$ cat src/rtl/kbd_receiver_pkg.sv
// PS/2 keyboard receiver shared definitions.
// KCON bit positions and receiver FSM encodings.
package kbd_receiver_pkg;

  localparam int KEN = 0;
  localparam int KIE = 1;
  localparam int KRF = 2;

  localparam logic [1:0] ST_IDLE   = 2'd0;
  localparam logic [1:0] ST_DATA   = 2'd1;
  localparam logic [1:0] ST_PARITY = 2'd2;
  localparam logic [1:0] ST_STOP   = 2'd3;

  // Odd parity over data plus parity bit is a good frame.
  function automatic logic parity_ok(
    input logic [7:0] d,
    input logic       p
  );
    return ^{d, p};
  endfunction

endpackage

$ cat src/rtl/kbd_receiver_sync.sv
// PS/2 clock/data synchroniser and registered falling-edge detector.
// Flops reset to the idle bus level so reset never fakes an edge.
module ps2_sync #(
  parameter int SYNC_STAGES = 2
) (
  input  logic i_clk,
  input  logic i_rst,
  input  logic i_ps2_clk,
  input  logic i_ps2_data,
  output logic fe,
  output logic data
);

  logic [SYNC_STAGES-1:0] clk_q;
  logic [SYNC_STAGES-1:0] data_q;
  logic                   clk_prev;
  logic                   clk_s;

  assign clk_s = clk_q[SYNC_STAGES-1];

  always_ff @(posedge i_clk) begin
    if (i_rst) begin
      clk_q    <= '1;
      data_q   <= '1;
      clk_prev <= 1'b1;
      fe       <= 1'b0;
      data     <= 1'b1;
    end else begin
      clk_q[0]  <= i_ps2_clk;
      data_q[0] <= i_ps2_data;
      for (int i = 1; i < SYNC_STAGES; i++) begin
        clk_q[i]  <= clk_q[i-1];
        data_q[i] <= data_q[i-1];
      end
      clk_prev <= clk_s;
      // data is delayed one stage so it lines up with fe
      fe       <= clk_prev & ~clk_s;
      data     <= data_q[SYNC_STAGES-1];
    end
  end

endmodule

$ cat src/rtl/kbd_receiver.sv
// PS/2 keyboard receiver: frame FSM, timeout and status strobes.
// Accepted scan codes land in o_kbuf; errors leave it untouched.
module kbd_receiver
  import kbd_receiver_pkg::*;
#(
  parameter int SYNC_STAGES    = 2,
  parameter int TIMEOUT_CYCLES = 12000
) (
  input  logic       i_clk,
  input  logic       i_rst,
  input  logic [7:0] i_kcon,
  input  logic       i_ps2_clk,
  input  logic       i_ps2_data,
  output logic [7:0] o_kbuf,
  output logic       o_rx_pulse,
  output logic       o_perr,
  output logic       o_ferr,
  output logic       o_ovr,
  output logic       o_busy,
  output logic       o_irq
);

  localparam int TW = $clog2(TIMEOUT_CYCLES + 1);

  logic          fe;
  logic          data;
  logic [1:0]    state;
  logic [2:0]    bit_cnt;
  logic [TW-1:0] tmo_cnt;
  logic [7:0]    shreg;
  logic          par;
  logic          tmo_hit;
  logic          kcon_unused;

  ps2_sync #(
    .SYNC_STAGES(SYNC_STAGES)
  ) u_sync (
    .i_clk     (i_clk),
    .i_rst     (i_rst),
    .i_ps2_clk (i_ps2_clk),
    .i_ps2_data(i_ps2_data),
    .fe        (fe),
    .data      (data)
  );

  // Fires so the ferr strobe lands TIMEOUT_CYCLES after the last fe cycle.
  assign tmo_hit     = (tmo_cnt == TW'(TIMEOUT_CYCLES - 2));
  assign o_busy      = (state != ST_IDLE);
  assign o_irq       = i_kcon[KIE] & i_kcon[KRF];
  assign kcon_unused = ^i_kcon[7:3];

  always_ff @(posedge i_clk) begin
    if (i_rst) begin
      state      <= ST_IDLE;
      bit_cnt    <= '0;
      tmo_cnt    <= '0;
      shreg      <= '0;
      par        <= 1'b0;
      o_kbuf     <= '0;
      o_rx_pulse <= 1'b0;
      o_perr     <= 1'b0;
      o_ferr     <= 1'b0;
      o_ovr      <= 1'b0;
    end else begin
      o_rx_pulse <= 1'b0;
      o_perr     <= 1'b0;
      o_ferr     <= 1'b0;
      o_ovr      <= 1'b0;
      if (!i_kcon[KEN]) begin
        state   <= ST_IDLE;
        bit_cnt <= '0;
        tmo_cnt <= '0;
      end else if (state != ST_IDLE && !fe && tmo_hit) begin
        state   <= ST_IDLE;
        bit_cnt <= '0;
        tmo_cnt <= '0;
        o_ferr  <= 1'b1;
      end else begin
        if (fe || state == ST_IDLE) tmo_cnt <= '0;
        else                        tmo_cnt <= tmo_cnt + 1'b1;
        if (fe) begin
          unique case (state)
            ST_IDLE: begin
              if (!data) begin
                state   <= ST_DATA;
                bit_cnt <= '0;
              end
            end
            ST_DATA: begin
              shreg   <= {data, shreg[7:1]};
              bit_cnt <= bit_cnt + 3'd1;
              if (bit_cnt == 3'd7) state <= ST_PARITY;
            end
            ST_PARITY: begin
              par   <= data;
              state <= ST_STOP;
            end
            ST_STOP: begin
              state <= ST_IDLE;
              if (!data)                       o_ferr <= 1'b1;
              else if (!parity_ok(shreg, par)) o_perr <= 1'b1;
              else if (i_kcon[KRF])            o_ovr  <= 1'b1;
              else begin
                o_kbuf     <= shreg;
                o_rx_pulse <= 1'b1;
              end
            end
          endcase
        end
      end
    end
  end

endmodule

$ cat config.mk
export PLATFORM = sky130hd
export DESIGN_NAME = kbd_receiver
export DESIGN_NICKNAME = d
export VERILOG_FILES = /design/src/rtl/kbd_receiver_pkg.sv /design/src/rtl/kbd_receiver_sync.sv /design/src/rtl/kbd_receiver.sv
export SDC_FILE = /design/constraint.sdc
export NUM_CORES = 1
export LEC_CHECK = 0
export ABC_AREA = 0
export CORE_UTILIZATION = 40
export DETAILED_ROUTE_END_ITERATION = 12
export HOLD_SLACK_MARGIN = 0.08
export PLACE_DENSITY_LB_ADDON = 0.08
export SLEW_MARGIN = 15
export SYNTH_ARGS = -nofsm -noshare
export SYNTH_HDL_FRONTEND = slang
export SYNTH_SLANG_ARGS = --single-unit
$ cat constraint.sdc
create_clock -name i_clk -period 3 [get_ports i_clk]
set_input_delay 0.6 -clock i_clk [delete_from_list [all_inputs] [get_ports i_clk]]
set_output_delay 0.6 -clock i_clk [all_outputs]
set_load 0.01 [all_outputs]
# Yosys cells after proc, flatten, opt, wreduce, memory -nomap -nowiden
# Cells that the tools add are included.
[totals]
regBits = 47
input_bits = 12
output_inout_bits = 14
elab_cells = 64
[op_classes]
addsub = 2
eq_ne = 7
muxes = 12
bitwise_logic = 10
reduce_logical = 18
[op_table]
columns = ["operator", "n"]
rows = [
  ["14-bit by 1-bit adder with 14-bit output, second input constant", 1],
  ["14-bit equality test, second input constant", 1],
  ["9-bit parity", 1],
  ["1-bit inverter", 8],
  ["2-bit case mux with 4 select lines", 1],
  ["4-bit AND reduction", 2],
  ["1-bit two-way mux", 7],
  ["7-bit AND reduction", 1],
  ["7-bit OR reduction", 1],
  ["3-bit case mux with 2 select lines", 1],
  ["3-bit AND reduction", 2],
  ["6-bit OR reduction", 1],
  ["2-bit equality test, second input constant", 2],
  ["2-bit two-way mux", 2],
  ["2-bit inequality test, second input constant", 2],
  ["2-bit nonzero test", 2],
  ["4-bit OR reduction", 1],
  ["3-bit by 1-bit adder with 3-bit output, second input constant", 1],
  ["3-bit equality test, second input constant", 1],
  ["3-bit two-way mux", 1],
  ["3-bit OR reduction", 1],
  ["1-bit bitwise AND", 2],
  ["2-bit by 1-bit equality test with 1-bit output, second input constant", 1],
  ["1-bit logical AND", 2],
  ["other kinds (4)", 4],
]

# Longest topological paths before layout
# Gate-level depths: netlist of run 1.
[depth]
depth_word = 5
mapped_depth = 7
ltp_nobuf = 6

# Modules after synthesis
# Synthesis of run 1 repeated with hierarchy kept, for this count alone.
[unflattened]
cells_unflattened = 207
hier_area_um2 = 2008.2
[by_module_without_submodules]
columns = ["mod", "instances", "cells_each", "area_per_inst_um2", "seq_area_each_um2"]
rows = [
  ["kbd_receiver", 1, 193, 1823.0, 800.8],
  ["ps2_sync", 1, 14, 185.2, 140.1],
]

# Worst setup path after synthesis of run 1
# Ideal clock, no wire load.
[synth_timing]
kind = "input -> register"
from = "in i_kcon[0]"
to = "reg o_kbuf[0]"
setup_ns = 0.072
t_arrival_ns = 1.683
required_time_ns = 2.928
setup_slack_ns = 1.245
path_stages = 4
path_buffers = 0
cell_sequence = "and4_1 or3b_4 mux2i_4 mux2i_1"
[synth_via]
elab_chain_cells = 1
[synth_lines]
columns = ["item", "line", "rtl"]
rows = [
  ["start: declaration", "kbd_receiver.sv:11", "input logic [7:0] i_kcon,"],
  ["7-bit AND reduction (no source line)", "--", ""],
  ["end signal: assignment", "kbd_receiver.sv:104", "o_kbuf <= shreg;"],
  ["end: declaration", "kbd_receiver.sv:14", "output logic [7:0] o_kbuf,"],
]
# Every way passes these cells.
# A chain may end at the register's enable or synchronous reset.

# Worst setup path in the final report of run 1
[layout_timing]
from = "in i_kcon[2]"
to = "out o_irq"
[layout_via]
elab_chain_cells = 1
[layout_lines]
columns = ["item", "line", "rtl"]
rows = [
  ["1-bit bitwise AND", "kbd_receiver.sv:49", "assign o_irq = i_kcon[KIE] & i_kcon[KRF];"],
  ["end: declaration", "kbd_receiver.sv:20", "output logic o_irq"],
]
# Every way passes these cells.

==> metrics.md, run 1 <==
| Metric | Value |
|---|---|
| Rel. slew slack | 0.628 |
| Critical path peak fanout | 3 |
| H-tree levels | 2 |
| Period minus WS final | 2360 ps |
| Post-route cell area | 2460 um2 |
| Layout Skew | 2.78 ps |
| Compound-Gate Fraction of Synth Area | 0.0512 |
| Pre-antenna DRT Iters | 4 |
| Status | completed |
| Total global-route track usage | 0.149 |
| Vias post-DR | 1466 |
| Seq/Total Area, Yosys | 0.459 |
| Slew @ Worst Pin | 557 ps |
| Initial antenna violation count | 0 |
| Synth Warn # | 0 |
| Post-DRT Antenna Nets | 0 |
| CTS tree | built |
| Worst hold path depth | 1 |
| Clock tree buffer depth | 2 |
| Multi-input logic area | 1050 um2 |
| I/O Pins | 26 |
| Most frequent cells in the layout | 47 x dfxtp_1, 26 x nor2_1, 20 x clkdlybuf4s50_1 |
| Nets@finish | 253 |
| Die Ht | 73.6 um |
| CP Data Arrival Time | 1760 ps |
| Worst flop-to-flop path endpoint | o_kbuf[4] |
| RD Place Congestion | 0.834 |
| Std cell rows | 25 |
| GR Overflow Total | 0 |
| Leak pwr | 0.909 nW |
| Root Buffer | clkbuf_8 |
| Power Density | 490 nW/um2 |
| Via density | 4.87 |
| Synth async-reset ratio | 0 |
| Core Area | 4820 um2 |
| CTS buffer count | 5 |
| Synthesized instance count | 211 |
| RSZ-0062 raised after global routing | false |
| Final Setup Violations | 0 |
| Post-detail-place hpwl | 2.62 mm |
| PortBufs | 20 |
| Final Max Tran Viols | 0 |
| Synth Area per Inst | 9.72 um2 |
| Resized Gates After CTS | 0 |
| Crit path required time | 2400 ps |
| Area leader, netlist | dfxtp_1 |
| Die width | 73.6 um |
| Setup TNS | 0 ps |
| Core Util, Final | 0.510 |
| Clk slew on worst S/H paths | 90 ps |
| Layout cell share with drive strength beyond 1 | 0.0812 |
| HP Class | reg2reg |
| Synth Flop Type | dfxtp_1 |
| Adder-Cell Fraction of Synth Area | 0.0488 |
| Layout Cells excl Fill | 301 |
| Final period util | 0.787 |
| Routed Wire Length | 3.62 mm |
| Cells after DPL | 293 |
| Critical path launch point | i_kcon[2] |
| Max Cap Violations | 0 |
| Largest cells by area after synthesis | dfxtp_1 46%, mux2i_1 8.8%, ha_1 4.9% |
| Most common cell after layout, fill and taps aside | dfxtp_1 |
| Residual DRC | 0 |
| Worst r2r path cells | 4 |
| Setup Fix Bufs, Post-CTS | 0 |
| Clock sinks | 47 |
| Post-synth top area share | 0.459 |
| Synth Cell Area | 2050 um2 |
| Simple-gate share of the synthesized area | 0.237 |
| Full die area | 5420 um2 |
| Worst skew pair latency | 300 ps |
| Reg area | 941 um2 |
| Largest net degree at the start of global routing | 33 |
| Number of synthesized flops with an enable pin | 0 |
| Initial DRC count | 71 |
| CP Launch Type | primary input |
| R2R Path Start | shreg[7] |
| Synth cell types | 38 |
| CP Capture Type | output pin |
| Largest family of logic cells by synthesized area | simple AND/OR/NAND/NOR gates |
| Area growth syn-to-layout | 19.7% |
| VDD IR-drop max | 0.000221 V |
| Syn_nets | 231 |
| Final hold viol count | 0 |
| WL/cell | 12.0 um |
| Post-CTS Hold Buffers | 0 |
| Initial core utilization | 0.426 |
| Vias in the first global route | 1363 |
| Fill cells | 475 |
| Synth Register Bits | 47 |
| CP endpoint | o_irq |
| Mux share of post-synthesis cell area | 0.0988 |
| Placed cell area | 2320 um2 |
| Antenna Cells | 0 |
| F_max | 424 MHz |
| Post-Synth XOR/XNOR Area | 0.0774 |
| Crit Path Class | in2out |
| First-pass GRT wire length | 6.15 mm |
| R2r setup slk | 1020 ps |
==> kinds of logic after synthesis <==
logic type | Yosys count
and+or+nand+nor | 91
DFF | 47
muxes | 19
AOI/OAI and AO/OA | 16
xor gates and xnor gates | 15
buffers and inverters | 15
adders and majority gates | 8
==> flip-flops by register name, indices dropped and copies added, names as in the netlist <==
signal,cells
bit_cnt,3
o_ferr,1
o_kbuf,8
o_ovr,1
o_perr,1
o_rx_pulse,1
par,1
shreg,8
state,2
tmo_cnt,14
u_sync.clk_prev,1
u_sync.clk_q,2
u_sync.data,1
u_sync.data_q,2
u_sync.fe,1
==> worst max-delay path, cell delays in order <==
cell	delay (ps)
clkdlybuf4s50_1	500
and2_1	130
clkdlybuf4s50_1	530
==> final cells by class <==
class | count | share of cell area
Multi-Input combinational cell | 149 | 0.429
Sequential cell | 47 | 0.383
Timing Repair Buffer | 21 | 0.0846
Tap cell | 67 | 0.0341
Clock buffer | 5 | 0.0280
Clock inverter | 3 | 0.0275
Inverter | 9 | 0.0138
==> Yosys cell counts (2+ instances only) <==
| master | number |
|---|---|
| dfxtp_1 | 47 |
| nor2_1 | 26 |
| mux2i_1 | 18 |
| nand2b_1 | 15 |
| xnor2_1 | 10 |
| inv_1 | 9 |
| nand3_1 | 9 |
| ha_1 | 8 |
| nand2_1 | 8 |
| nor3_1 | 6 |
| or2_2 | 6 |
| clkbuf_1 | 5 |
| o21ai_0 | 5 |
| a21oi_1 | 4 |
| or3_1 | 4 |
| nor2b_1 | 3 |
| xor2_1 | 3 |
| nand4_1 | 2 |
| nor4_1 | 2 |
| or4_1 | 2 |
| xnor3_1 | 2 |
==> power by group <==
group          switching [mW]  internal (mW)
clock                   0.214          0.332
combinational          0.0116         0.0154
sequential            0.00213          0.627
total                   0.228          0.974
==> through the flow <==
| step | total power [mW] | setup WS [ps] | hold slack, ps |
|---|---|---|---|
| 6_report | 1.20 | 639 | 413 |
| 5_1_grt | 1.24 | 549 | 433 |
| 4_1_cts | 1.22 | 638 | 415 |
| 3_5_place_dp | 0.671 | 557 | 393 |
| 3_3_place_gp | 0.670 | 567 | 392 |
| 2_1_floorplan | 0.657 | 1240 | 389 |
==> routing by layer <==
metal,vias to the layer above,track usage,part of all wire
li1,760,-,-
met1,680,0.190,0.49
met2,20,0.239,0.46
met3,6,0.0412,0.038
met4,0,0.0598,0.016
met5,-,0,0
==> worst min-delay path by stage <==
| stage | start | to | slack (ps) |
|---|---|---|---|
| CTS | u_sync.data_q[1] | u_sync.data | 410 |
| global route | u_sync.data_q[0] | u_sync.data_q[1] | 430 |
| global placement | u_sync.clk_q[0] | u_sync.clk_q[1] | 390 |
| finish | u_sync.clk_q[0] | u_sync.clk_q[1] | 410 |
| floorplan | u_sync.clk_q[0] | u_sync.clk_q[1] | 390 |
| detailed placement | u_sync.data_q[1] | u_sync.data | 390 |
No activity file was read; power rests on OpenSTA's default activity.
==> run 2: changes to the inputs <==
- clock period: 3 -> 2.4 ns (I/O delays scaled with it)
==> run 2 against run 1 <==
Die area unchanged. Critical endpoint is now o_busy. Sequential share of layout area grew 0.26 points. Critical path type is now reg2out. Register-to-register slack got worse by 580 ps. Final cell count increased by 0.33%. Critical path depth up 1. Via count rose by 1.3%. Highest routed layer unchanged.
==> metrics.md, run 2 (synthesized netlist as in run 1, its figures left out) <==
| Metric | Value |
|---|---|
| Status | completed |
| Initial DRC count | 68 (-4.2%) |
| Slew @ Worst Pin | 564 ps (+7.86 ps) |
| Sw Share | 0.202 (+0.0128) |
| Period minus WS final | 2180 ps |
| Residual DRC | 0 (unchanged) |
| Pre-antenna DRT Iters | 4 (unchanged) |
| Cell-internal power | 1.07 mW (+9.4%) |
| Std cell rows | 25 (unchanged) |
| Slowest stage delay, CP | 530 ps (about the same) |
| Total global-route track usage | 0.150 (+0.000580) |
| Worst path slowest cell | clkdlybuf4s50_1 |
| CTS buffer count | 5 (unchanged) |
| Worst Hold Launch | u_sync.clk_prev |
| Crit path top cell by count | inv_1 |
| R2r setup slk | 440 ps (-580 ps) |
| Clk slew on worst S/H paths | 80 ps (about the same) |
| Nets@finish | 254 (+0.40%) |
| Final Hold Slack | 410 ps (-2.96 ps) |
| Rel. slew slack | 0.620 (-0.00818) |
| F_max | 458 MHz |
| CTS tree | built |
| Clock sinks | 47 (unchanged) |
| CP bufs+invs | 3 (+1) |
| VDD IR-drop max | 0.000320 V (+45%) |
| Routed Wire Length | 3.62 mm (about the same) |
| Largest net degree at the start of global routing | 33 (unchanged) |
| WL/cell | 12.0 um (-0.39%) |
| Placed cell area | 2340 um2 (+0.86%) |
| Post-DRT Antenna Nets | 0 (unchanged) |
| Root Buffer | clkbuf_8 |
| Max reg flops | 14 (unchanged) |
| CP cell instances | inv_1, ha_1, inv_1, clkdlybuf4s50_1 |
| I/O Pins | 26 (unchanged) |
| Critical path's top delay family | buffers and inverters |
| Die Ht | 73.6 um (unchanged) |
| Initial antenna violation count | 0 (unchanged) |
| Post-CTS Hold Buffers | 0 (unchanged) |
| Max Cap Violations | 0 (unchanged) |
| Full die area | 5420 um2 (unchanged) |
| Clock power frac | 0.387 (-0.068) |
| Area growth syn-to-layout | 18.9% |
| Antenna Cells | 0 (unchanged) |
| Setup Fix Bufs, Post-CTS | 0 (unchanged) |
| Layout Skew | 5.65 ps (+2.87 ps) |
| Worst skew pair latency | 300 ps (about the same) |
| Core Area | 4820 um2 (unchanged) |
| Switch Pwr | 271 uW (+19%) |
| CP Capture Type | output pin |
| Via density | 4.92 (+0.96%) |
| Most common cell after layout, fill and taps aside | dfxtp_1 |
| Setup TNS | 0 ps (unchanged) |
| Register share of total power | 0.588 (+0.065) |
| Final hold viol count | 0 (unchanged) |
| Top reg by flops | tmo_cnt |
| Vias in the first global route | 1345 (-1.3%) |
| Power share of the combinational group | 0.025 (+0.003) |
| CP Data Arrival Time | 1700 ps (-60 ps) |
| R2R Path Start | tmo_cnt[2] |
| GR Overflow Total | 0 (unchanged) |
| Critical path peak fanout | 8 (+5) |
| Crit Path Class | reg2out |
| RSZ-0062 raised after global routing | false |
| Biggest regs | tmo_cnt (14), o_kbuf (8), shreg (8) |
| Power Density | 548 nW/um2 (+12%) |
| Worst flop-to-flop path endpoint | tmo_cnt[7] |
| Final period util | 0.910 |
| Resized Gates After CTS | 0 (unchanged) |
| Worst r2r path cells | 4 (unchanged) |
| Layout cell share with drive strength beyond 1 | 0.0809 (-0.000346) |
| Die width | 73.6 um (unchanged) |
| Crit path required time | 1920 ps (-480 ps) |
| Vias post-DR | 1485 (+1.3%) |
| PortBufs | 20 (unchanged) |
| Clock tree buffer depth | 2 (unchanged) |
| Post-route cell area | 2440 um2 (-0.66%) |
| HP Class | reg2reg |
| Hold worst-path end | u_sync.fe |
| Most frequent cells in the layout | 47 x dfxtp_1, 26 x nor2_1, 20 x clkdlybuf4s50_1 |
| Final Setup Violations | 0 (unchanged) |
| Post-detail-place hpwl | 2.64 mm (+0.41%) |
| CP Launch Type | register |
| H-tree levels | 2 (unchanged) |
| Initial core utilization | 0.426 (unchanged) |
| Worst hold path depth | 2 (+1) |
| Leak pwr | 0.904 nW (-0.52%) |
| Final Max Tran Viols | 0 (unchanged) |
| RD Place Congestion | 0.881 (+5.6%) |
| First-pass GRT wire length | 6.02 mm (-2.0%) |
[run 2: changes by cell type in the layout (fill, tap and decap cells not counted)]
cell and change:
bufinv_16 -2, clkbuf_8 +2, buf_12 +1, clkbuf_1 +1, clkinvlp_4 -1
[run 2: power by group through the flow]
stage,sequential [mW],clock [mW],combinational (mW)
4_1_cts,0.786,0.534,0.0335
2_1_floorplan,0.803,0,0.0178
5_1_grt,0.787,0.574,0.0362
3_3_place_gp,0.804,0,0.0327
6_report,0.786,0.517,0.0330
3_5_place_dp,0.804,0,0.0333
[run 2: worst max-delay path by stage]
| stage | slack (ps) | startpoint | to | cells after the start |
|---|---|---|---|---|
| after floorplan | 650 | shreg[7] | o_kbuf[0] | 4 |
| after global placement | 220 | i_kcon[0] | o_kbuf[6] | 6 |
| after detailed placement | 190 | i_kcon[0] | o_kbuf[4] | 6 |
| after CTS | 200 | state[0] | o_busy | 4 |
| after global routing | 100 | state[0] | o_busy | 4 |
| final | 220 | state[0] | o_busy | 4 |
[run 2: metal layers]
layer	track usage	part of all wire	vias to the layer above
met2	0.238	0.45	38
met3	0.0343	0.055	7
met1	0.187	0.48	679
met5	0	0	-
li1	-	-	761
met4	0.0855	0.019	0
[run 2: worst register-to-register path, stage by stage, from the launching register on]
cell	delay, ps
dfxtp_1	420
nand3_1	200
or4_1	650
nand3_1	440
nor2_1	130
[run 2: per-stage QoR]
stage	util	power, mW	std cells	setup slack (ps)
2_1_floorplan	-	0.821	211	647
3_3_place_gp	0.486	0.837	294	225
3_5_place_dp	0.486	0.838	294	189
4_1_cts	0.506	1.35	302	197
5_1_grt	0.506	1.40	302	95.5
6_report	0.506	1.34	302	216
[run 2: cell type report]
cell class                      instances  area, um2
Clock buffer                            8        100
Sequential cell                        47        941
Multi-Input combinational cell        149       1050
Fill cell                             467       2380
Inverter                                9       33.8
Timing Repair Buffer                   22        228
Tap cell                               67       83.8
==> run 3: changes to the inputs <==
- SETUP_SLACK_MARGIN: not set -> 0.02
==> results of run 3 <==
No change in the layout: final DEF, timing and power equal those of run 2.
